## config.mk

```make
export PLATFORM = sky130hd
export DESIGN_NAME = alu_arbiter
export DESIGN_NICKNAME = d
export VERILOG_FILES = /design/src/rtl/alu_arbiter.sv
export SDC_FILE = /design/constraint.sdc
export NUM_CORES = 1
export LEC_CHECK = 0
export ABC_CLOCK_PERIOD_IN_PS = 1880
export CELL_PAD_IN_SITES_DETAIL_PLACEMENT = 1
export CELL_PAD_IN_SITES_GLOBAL_PLACEMENT = 1
export CORE_AREA = 2 2 213 215
export CTS_BUF_LIST = sky130_fd_sc_hd__clkbuf_2 sky130_fd_sc_hd__clkbuf_4 sky130_fd_sc_hd__clkbuf_8
export DETAILED_ROUTE_END_ITERATION = 6
export DIE_AREA = 0 0 215 217
export PLACE_DENSITY = 0.77
export SLEW_MARGIN = 25
export SYNTH_ARGS = -nofsm -noshare
export SYNTH_HDL_FRONTEND = slang
export SYNTH_SLANG_ARGS = --single-unit
```

## constraint.sdc

```tcl
create_clock -name clk -period 1.88 [get_ports clk]
set_input_delay 0.188 -clock clk [delete_from_list [all_inputs] [get_ports clk]]
set_output_delay 0.188 -clock clk [all_outputs]
set_load 0.02 [all_outputs]
```

## src/rtl/alu_arbiter.sv

```systemverilog
// rtl/alu_arbiter.sv - two-requester arbiter in front of a shared combinational ALU
// One operation in flight: IDLE accepts, EXEC captures the ALU result, RESP holds it for the owner.
module alu_arbiter #(
  parameter bit RR_EN = 1'b1,
  parameter int CW    = 9
) (
  input  logic          clk,
  input  logic          rst_n,
  input  logic          req0_valid,
  output logic          req0_ready,
  input  logic [31:0]   req0_rs1,
  input  logic [31:0]   req0_rs2,
  input  logic [31:0]   req0_pc,
  input  logic [31:0]   req0_imm,
  input  logic [CW-1:0] req0_ctrl,
  input  logic          req1_valid,
  output logic          req1_ready,
  input  logic [31:0]   req1_rs1,
  input  logic [31:0]   req1_rs2,
  input  logic [31:0]   req1_pc,
  input  logic [31:0]   req1_imm,
  input  logic [CW-1:0] req1_ctrl,
  output logic [31:0]   alu_rs1,
  output logic [31:0]   alu_rs2,
  output logic [31:0]   alu_pc,
  output logic [31:0]   alu_imm,
  output logic [CW-1:0] alu_ctrl,
  input  logic [31:0]   alu_z,
  input  logic [31:0]   alu_bta,
  output logic          resp0_valid,
  input  logic          resp0_ready,
  output logic          resp1_valid,
  input  logic          resp1_ready,
  output logic [31:0]   resp_z,
  output logic [31:0]   resp_bta,
  output logic          busy
);

  typedef enum logic [1:0] {IDLE, EXEC, RESP} state_t;

  state_t        state_q, state_d;
  logic          last_q, last_d;
  logic          owner_q;
  logic [31:0]   rs1_q, rs2_q, pc_q, imm_q, z_q, bta_q;
  logic [CW-1:0] ctrl_q;
  logic [31:0]   rs1_d, rs2_d, pc_d, imm_d;
  logic [CW-1:0] ctrl_d;
  logic          gnt0, gnt1, accept, owner_done;

  // Grant already implies the matching valid, so ready needs no extra valid term.
  always_comb begin
    gnt0 = 1'b0;
    gnt1 = 1'b0;
    if (RR_EN) begin
      if (req0_valid && req1_valid) begin
        gnt0 = last_q;
        gnt1 = !last_q;
      end else begin
        gnt0 = req0_valid;
        gnt1 = req1_valid;
      end
    end else begin
      gnt0 = req0_valid;
      gnt1 = req1_valid && !req0_valid;
    end
  end

  assign accept     = req0_ready || req1_ready;
  assign owner_done = owner_q ? resp1_ready : resp0_ready;

  assign rs1_d  = req1_ready ? req1_rs1  : req0_rs1;
  assign rs2_d  = req1_ready ? req1_rs2  : req0_rs2;
  assign pc_d   = req1_ready ? req1_pc   : req0_pc;
  assign imm_d  = req1_ready ? req1_imm  : req0_imm;
  assign ctrl_d = req1_ready ? req1_ctrl : req0_ctrl;
  assign last_d = accept ? req1_ready : last_q;

  always_ff @(posedge clk or negedge rst_n) begin
    if (!rst_n) begin
      state_q <= IDLE;
    end else begin
      state_q <= state_d;
    end
  end

  always_comb begin
    state_d = state_q;
    case (state_q)
      IDLE:    if (accept) state_d = EXEC;
      EXEC:    state_d = RESP;
      RESP:    if (owner_done) state_d = IDLE;
      default: state_d = IDLE;
    endcase
  end

  // Ready is masked by reset so nothing is offered while rst_n is low.
  always_comb begin
    req0_ready  = rst_n && (state_q == IDLE) && gnt0;
    req1_ready  = rst_n && (state_q == IDLE) && gnt1;
    resp0_valid = (state_q == RESP) && !owner_q;
    resp1_valid = (state_q == RESP) && owner_q;
    busy        = (state_q != IDLE);
  end

  always_ff @(posedge clk or negedge rst_n) begin
    if (!rst_n) begin
      last_q  <= 1'b1;
      owner_q <= 1'b0;
      rs1_q   <= '0;
      rs2_q   <= '0;
      pc_q    <= '0;
      imm_q   <= '0;
      ctrl_q  <= '0;
      z_q     <= '0;
      bta_q   <= '0;
    end else begin
      last_q <= last_d;
      if (accept) begin
        owner_q <= req1_ready;
        rs1_q   <= rs1_d;
        rs2_q   <= rs2_d;
        pc_q    <= pc_d;
        imm_q   <= imm_d;
        ctrl_q  <= ctrl_d;
      end
      if (state_q == EXEC) begin
        z_q   <= alu_z;
        bta_q <= alu_bta;
      end
    end
  end

  assign alu_rs1  = rs1_q;
  assign alu_rs2  = rs2_q;
  assign alu_pc   = pc_q;
  assign alu_imm  = imm_q;
  assign alu_ctrl = ctrl_q;
  assign resp_z   = z_q;
  assign resp_bta = bta_q;

endmodule

```

==> results.txt <==
- Share of the synthesized area in the top cell type: 52.7%
- Overflow left after global routing: 0
- Half-perimeter wire length after placement: 32.5 mm
- Between clock sinks in the finished design, the worst skew comes to 0.0131 ns.
- Clock tree from TritonCTS: built
- Arrival time of data at the critical path endpoint: 1.81 ns
* Critical Path Slowest Stage Cell: sky130_fd_sc_hd__or3b_4
- Sequential fraction of design power: 29.5%
- Number of enable-type register cells in the synthesized netlist: 0
* Largest net degree at the start of global routing: 116
- For this run, the leading register cell type out of synthesis is sky130_fd_sc_hd__dfrtp_1.
- The number of antenna violations at the first check in global routing came to 1.
- The first global-routing pass estimated 70.1 mm of wire.
- Effective utilization at floorplan: 21.7%
- The floorplan step defined a core boundary enclosing 44700 sq um.
- After synthesis, flip-flops and latches occupy 53.0% of the total area.
* Overall die height: 217 um
- For this block, the initial DRC count from the detailed router was 665.
* Tot GR Track Use: 19.2%
- CTS placed an instance of sky130_fd_sc_hd__clkbuf_8 at the clock tree root.
* Cell Chain, Critical Path: or3b_4 > a211oi_2 > buf_4 > buf_6
* Reg clk slew, reported paths: 0.06 ns
- Post-DRT Antenna Nets: 0
- Synth async-reset ratio: 100%
- The number of nets in the synthesized netlist is 1310.
* Number of sinks driven by the clock tree: 205
- Largest fanout on the critical path: 2
* Post-synthesis cell type with the largest combined area: sky130_fd_sc_hd__dfrtp_1
- Compared with the post-synthesis result, the final layout area differs by 75.7%.
- Total routed wirelength: 47.3 mm
- Min-Delay Startpoint: req0_imm[0]
* Horizontal extent of the die: 215 um
- In this run the static leakage power is 0.00635 uW.
- H-tree lvl count: 2
- Slowest Stage Delay on Critical Path: 0.42 ns
- The hold violation count in the final report is 0.
- Number of maximum-capacitance violations: 0
- Maximum achievable frequency: 0.501 GHz
* Total power of the final layout: 26900 uW
- The worst setup path is launched from a flop.
* Ratio of cells with drive above 1 in the final layout: 14.4%
- DRC Markers: 0
- Worst reg2reg path startpoint: state_q[1]
* P_int: 15900 uW
- The finished cells cover 17000 sq um.
- IR analysis of the VDD net gives a maximum drop of 616 uV.
- Per report_power, the clock group accounts for 17.0% of the total.
- Among all cell types in the netlist, the one instantiated most often is sky130_fd_sc_hd__dfrtp_1.
- Setup violations remaining at the end of the flow were counted as 2.
* Cell count after synthesis: 966
- The floorplan has 78 rows.
- By count the netlist is led by sky130_fd_sc_hd__dfrtp_1, sky130_fd_sc_hd__a21oi_1, sky130_fd_sc_hd__a31oi_1, sky130_fd_sc_hd__nand4_1, sky130_fd_sc_hd__o21ai_1.
- For the pin with the worst max-slew slack, the measured transition is 0.744 ns.
- Hold WC Path Type: input port to flop
* Hold endpoint: alu_imm[0]
* Detailed-route wire length per cell: 22.3 um
- For this design the ratio of total power to cell area is 1580 nW/um^2.
* GP Congestion: 0.831
- Post-synthesis average cell area: 10.0 sq um
- Status: complete, but fails checks
- The number of buffers and inverters on the critical path is 2.
- The worst setup path is of the flop to primary output kind.
* Later-pin clock latency in the skew report: 0.56 ns
- End of the worst register-to-register path: alu_ctrl[5]
- In this run the number of cells on the critical path is 4.
- Required time of the worst setup path: 1.69 ns
- Pin placement for this block handled 550 I/O pins.
* Post-synthesis cell area: 9690 sq um
- Tightest slew margin relative to the limit: 50.4%
- The routed design could run at a clock period as short as 2.00 ns.
* Final net count: 1839
- The worst hold path was traced through 3 stages.
* Setup repair after global routing missed its margin: yes
* Tcrit/Tclk final: 106%
- The number of pins exceeding their max-slew limit in the final report came to 0.
- Yosys attributes the largest share of cell area to sky130_fd_sc_hd__dfrtp_1, sky130_fd_sc_hd__a31oi_1, sky130_fd_sc_hd__nand4_1.
- Number of synthesized register bits: 205
- For this run, the number of Yosys warnings is 0.
- Yosys mapped the design onto 25 distinct sky130hd cell types.
- The die covers 46700 sq um.
- Vias in the first global route: 11.3k
- The worst setup path is captured at a primary output.
- Dividing the detail-routed via count by the number of cells gives 5.07.
- In this run the cell area measured after placement is 16100 sq um.
- Net switching is 40.8% of the power.
- Routed vias: 10.8k
- Among cell families on the critical path, the largest total delay comes from simple AND/OR/NAND/NOR gates.
- In this run the tool buffered the top-level ports with 549 buffer cells.
* Clock buffer count from CTS: 39
- Counting cells, the worst reg-to-reg path comes to 5.
* Combinational fraction of design power: 53.5%
- Longest Clk Path Bufs: 3
- Count of TritonRoute iterations in the first routing pass: 5
- Switching power: 11000 uW
- Once routing completed, OpenROAD measured the worst setup slack at -0.117 ns.
- After routing, the total negative slack on setup checks comes to -0.215 ns.
- Setup slack of the most critical reg-to-reg path: 0.06 ns
* Violated checks: negative setup slack
==> metal layers <==
metal	up-vias	share of wire, %	routed length, um	track usage, %
met1	5415	41	19200	23.5
met2	480	49	23100	32.4
met4	0	3.2	1530	7.06
met3	80	7.4	3500	5.39
li1	4782	-	-	-
met5	-	0	0	0
==> worst max path at each step <==
| stage | from | end | slack (ns) |
|---|---|---|---|
| floorplan | state_q[0] | req0_ready | 0.15 |
| global placement | state_q[0] | req0_ready | -0.10 |
| detailed placement | req0_valid | req1_ready | -0.07 |
| CTS | state_q[1] | req0_ready | -0.18 |
| global route | state_q[1] | req0_ready | -0.22 |
| finish | state_q[1] | req0_ready | -0.12 |
==> tightest hold or removal path: cells and delay by family <==
kind | cells | cell delay (ns)
buffers and inverters | 1 | 0.39
AO/OA/AOI/OAI | 2 | 0.15
==> registers in the layout, summed over array words and instances, names as in the netlist <==
| register | cells |
|---|---|
| alu_ctrl | 9 |
| alu_imm | 32 |
| alu_pc | 32 |
| alu_rs1 | 32 |
| alu_rs2 | 32 |
| last_q | 1 |
| owner_q | 1 |
| resp_bta | 32 |
| resp_z | 32 |
| state_q | 2 |
==> power by group through the flow <==
stage | clock network (uW) | registers, uW | logic [uW]
floorplan | 0 | 10400 | 4200
global placement | 0 | 7780 | 13900
detailed placement | 0 | 7950 | 14300
CTS | 4750 | 7940 | 14300
global route | 4950 | 8190 | 15200
finish | 4570 | 7940 | 14400
==> cells in the final DEF (no fill, tap or decap), types with 23 or more instances in the layout <==
cell,n
sky130_fd_sc_hd__a21oi_1,137
sky130_fd_sc_hd__a31oi_1,136
sky130_fd_sc_hd__buf_12,23
sky130_fd_sc_hd__buf_4,42
sky130_fd_sc_hd__clkbuf_8,49
sky130_fd_sc_hd__clkdlybuf4s50_1,539
sky130_fd_sc_hd__dfrtp_1,204
sky130_fd_sc_hd__mux2_2,65
sky130_fd_sc_hd__nand4_1,137
sky130_fd_sc_hd__o21ai_0,52
sky130_fd_sc_hd__o21ai_1,86
==> through the flow <==
stage                     cells  utilization, %  setup WS (ns)  hold WS (ns)
after floorplan             966               -          0.147        -0.108
after global routing       2121            38.1         -0.220         0.172
final                      2121            38.1         -0.117         0.201
after detailed placement   2048            36.0        -0.0667         0.470
after global placement     2048            36.0         -0.103         0.465
after CTS                  2115            37.8         -0.183         0.140
==> timing repair <==
| action | in CTS | in global routing |
|---|---|---|
| hold buffers | 1 | 0 |
| gates cloned | 0 | 2 |
| endpoints found under the hold margin | 37 | 0 |
| pin swaps | 2 | 3 |
| resized for setup | 34 | 7 |
| endpoints found under the setup margin | 7 | 11 |
| buffers inserted | 0 | 4 |
==> cells by family (layout without fill, tap and decap cells) <==
family / Yosys count / in the layout / synth area share [%]
AND/OR/NAND/NOR: 148 / 148 / 9.54
other: 0 / 1 / 0
multiplexers: 65 / 65 / 7.55
AO/OA/AOI/OAI: 416 / 416 / 23.4
buffers and inverters: 132 / 686 / 6.53
flip-flops: 205 / 205 / 53.0
==> area by class of cell <==
cell class | count | area, sq um
Clock inverter | 3 | 21.3
Timing Repair Buffer | 617 | 6360
Fill cell | 5087 | 27700
Multi-Input combinational cell | 629 | 3980
Sequential cell | 205 | 5130
Inverter | 3 | 11.3
Antenna cell | 1 | 2.50
Tap cell | 600 | 751
Clock buffer | 63 | 773
No activity file was read; power rests on OpenSTA's default activity.
==> edit, RTL diff (config.mk and constraints unchanged) <==
The parameter `CW` goes from 9 to 10.
--- a/src/rtl/alu_arbiter.sv
+++ b/src/rtl/alu_arbiter.sv
@@ -2,7 +2,7 @@
 // One operation in flight: IDLE accepts, EXEC captures the ALU result, RESP holds it for the owner.
 module alu_arbiter #(
   parameter bit RR_EN = 1'b1,
-  parameter int CW    = 9
+  parameter int CW    = 10
 ) (
   input  logic          clk,
   input  logic          rst_n,
Ports: changed (resized alu_ctrl, req0_ctrl and req1_ctrl); port bits go from 550 to 553. The function was not compared with the original's and may differ.
==> edit against the unedited design <==
The flow still finishes with violations (setup timing); area after synthesis increased by 0.28%; final area increased by 1.2%; global-route usage down 0.10 points; die area is the same; total power increased by 0.88%; wire length barely moved; worst setup slack improved by 0.084 ns; hold slack got worse by 0.011 ns; largest power group unchanged; count of clock-buffer cells in the layout is 3 lower; sequential cell count rose by 1; critical endpoint unchanged.
==> edit: results (changes against the unedited design) <==
stage;metric;value;unit;change
setup_path;crit_fanout;3;;+1
route;drt_iter0_drc;683;;+2.7%
logic_synthesis;syn_inst;973;;+0.72%
setup_path;r2r_end;alu_rs1[15];;
logic_synthesis;synthTopCellsByArea;dfrtp_1 53%, a31oi_1 8.9%, nand4_1 8.9%;;
route;met1_length;19100;um;-0.42%
cells_and_area;diodes;0;;-1
timing;setup_violations;2;;unchanged
timing;layout_setup_ws;-0.0331;ns;+0.0838 ns
logic_synthesis;ys_seq_area_share;53.1;%;+0.11 points
timing;tightest_slew;0.763;ns;+0.0187 ns
placement;portBuffers;552;;+0.55%
route;route.met3.wl;3560;um;+1.6%
global_routing;grt_usage;19.1;%;-0.10 points
cells_and_area;layout-drive-gt1-share;14.5;%;+0.14 points
placement;hpwl;33100;um;+1.9%
global_routing;met3_usage;5.62;%;+0.22 points
global_routing;grt_max_degree;111;;-4.3%
timing;whs;0.190;ns;-0.0105 ns
power;ir_drop;0.666;mV;+8.2%
global_routing;grt_antenna_before_repair;0;;-1
timing;tns;-0.0522;ns;+0.163 ns
cts;cts-resized-gates;30;;-12%
setup_path;rrSetupSlack;0.04;ns;-0.02 ns
logic_synthesis;synth_nets;1319;;+0.69%
cts;cts_setup_buffers;1;;+1
route;via_per_inst;5.08;;+0.13%
status;violations;setup timing;;
logic_synthesis;synthTopCellsByCount;205 x dfrtp_1, 139 x o21ai_0, 138 x a21oi_1, 138 x a31oi_1, 138 x nand4_1;;
status;status;complete, but fails checks;;
placement;dpl_worst_slack;-0.157;ns;-0.0900 ns
setup_path;worstRegToRegCells;6;;+1
[edit: cell count changes in the layout (fill, tap and decap cells not counted), sizes merged]
cell	change
a21oi	+1
a31oi	+1
buf	+4
bufinv	+1
clkbuf	-1
clkdlybuf4s50	+1
clkinv	+2
dfrtp	+1
diode	-1
dlygate4sd2	+2
dlymetal6s2s	-1
nand4	+1
o21ai	+1
[edit: kinds of logic after synthesis]
kind of cell | share of synthesized area [%]
AND/OR/NAND/NOR | 9.64
multiplexers | 7.53
flip-flops | 53.1
AO/OA/AOI/OAI | 23.5
buffers and inverters | 6.30
[edit: power by group]
group          switching, mW  internal [mW]  total (mW)  leakage (nW)
combinational           7.61           6.83        14.4          3.70
sequential              1.36           6.64        8.00          2.31
clock                   2.03           2.69        4.72         0.433
[edit: layout make-up]
type,count,area (um^2)
clock buffer,60,757
clock inverter,6,61.3
fill,5068,27500
inverter,3,11.3
multi-input combinational,633,4000
sequential,206,5160
tap,600,751
timing repair buffer,625,6500
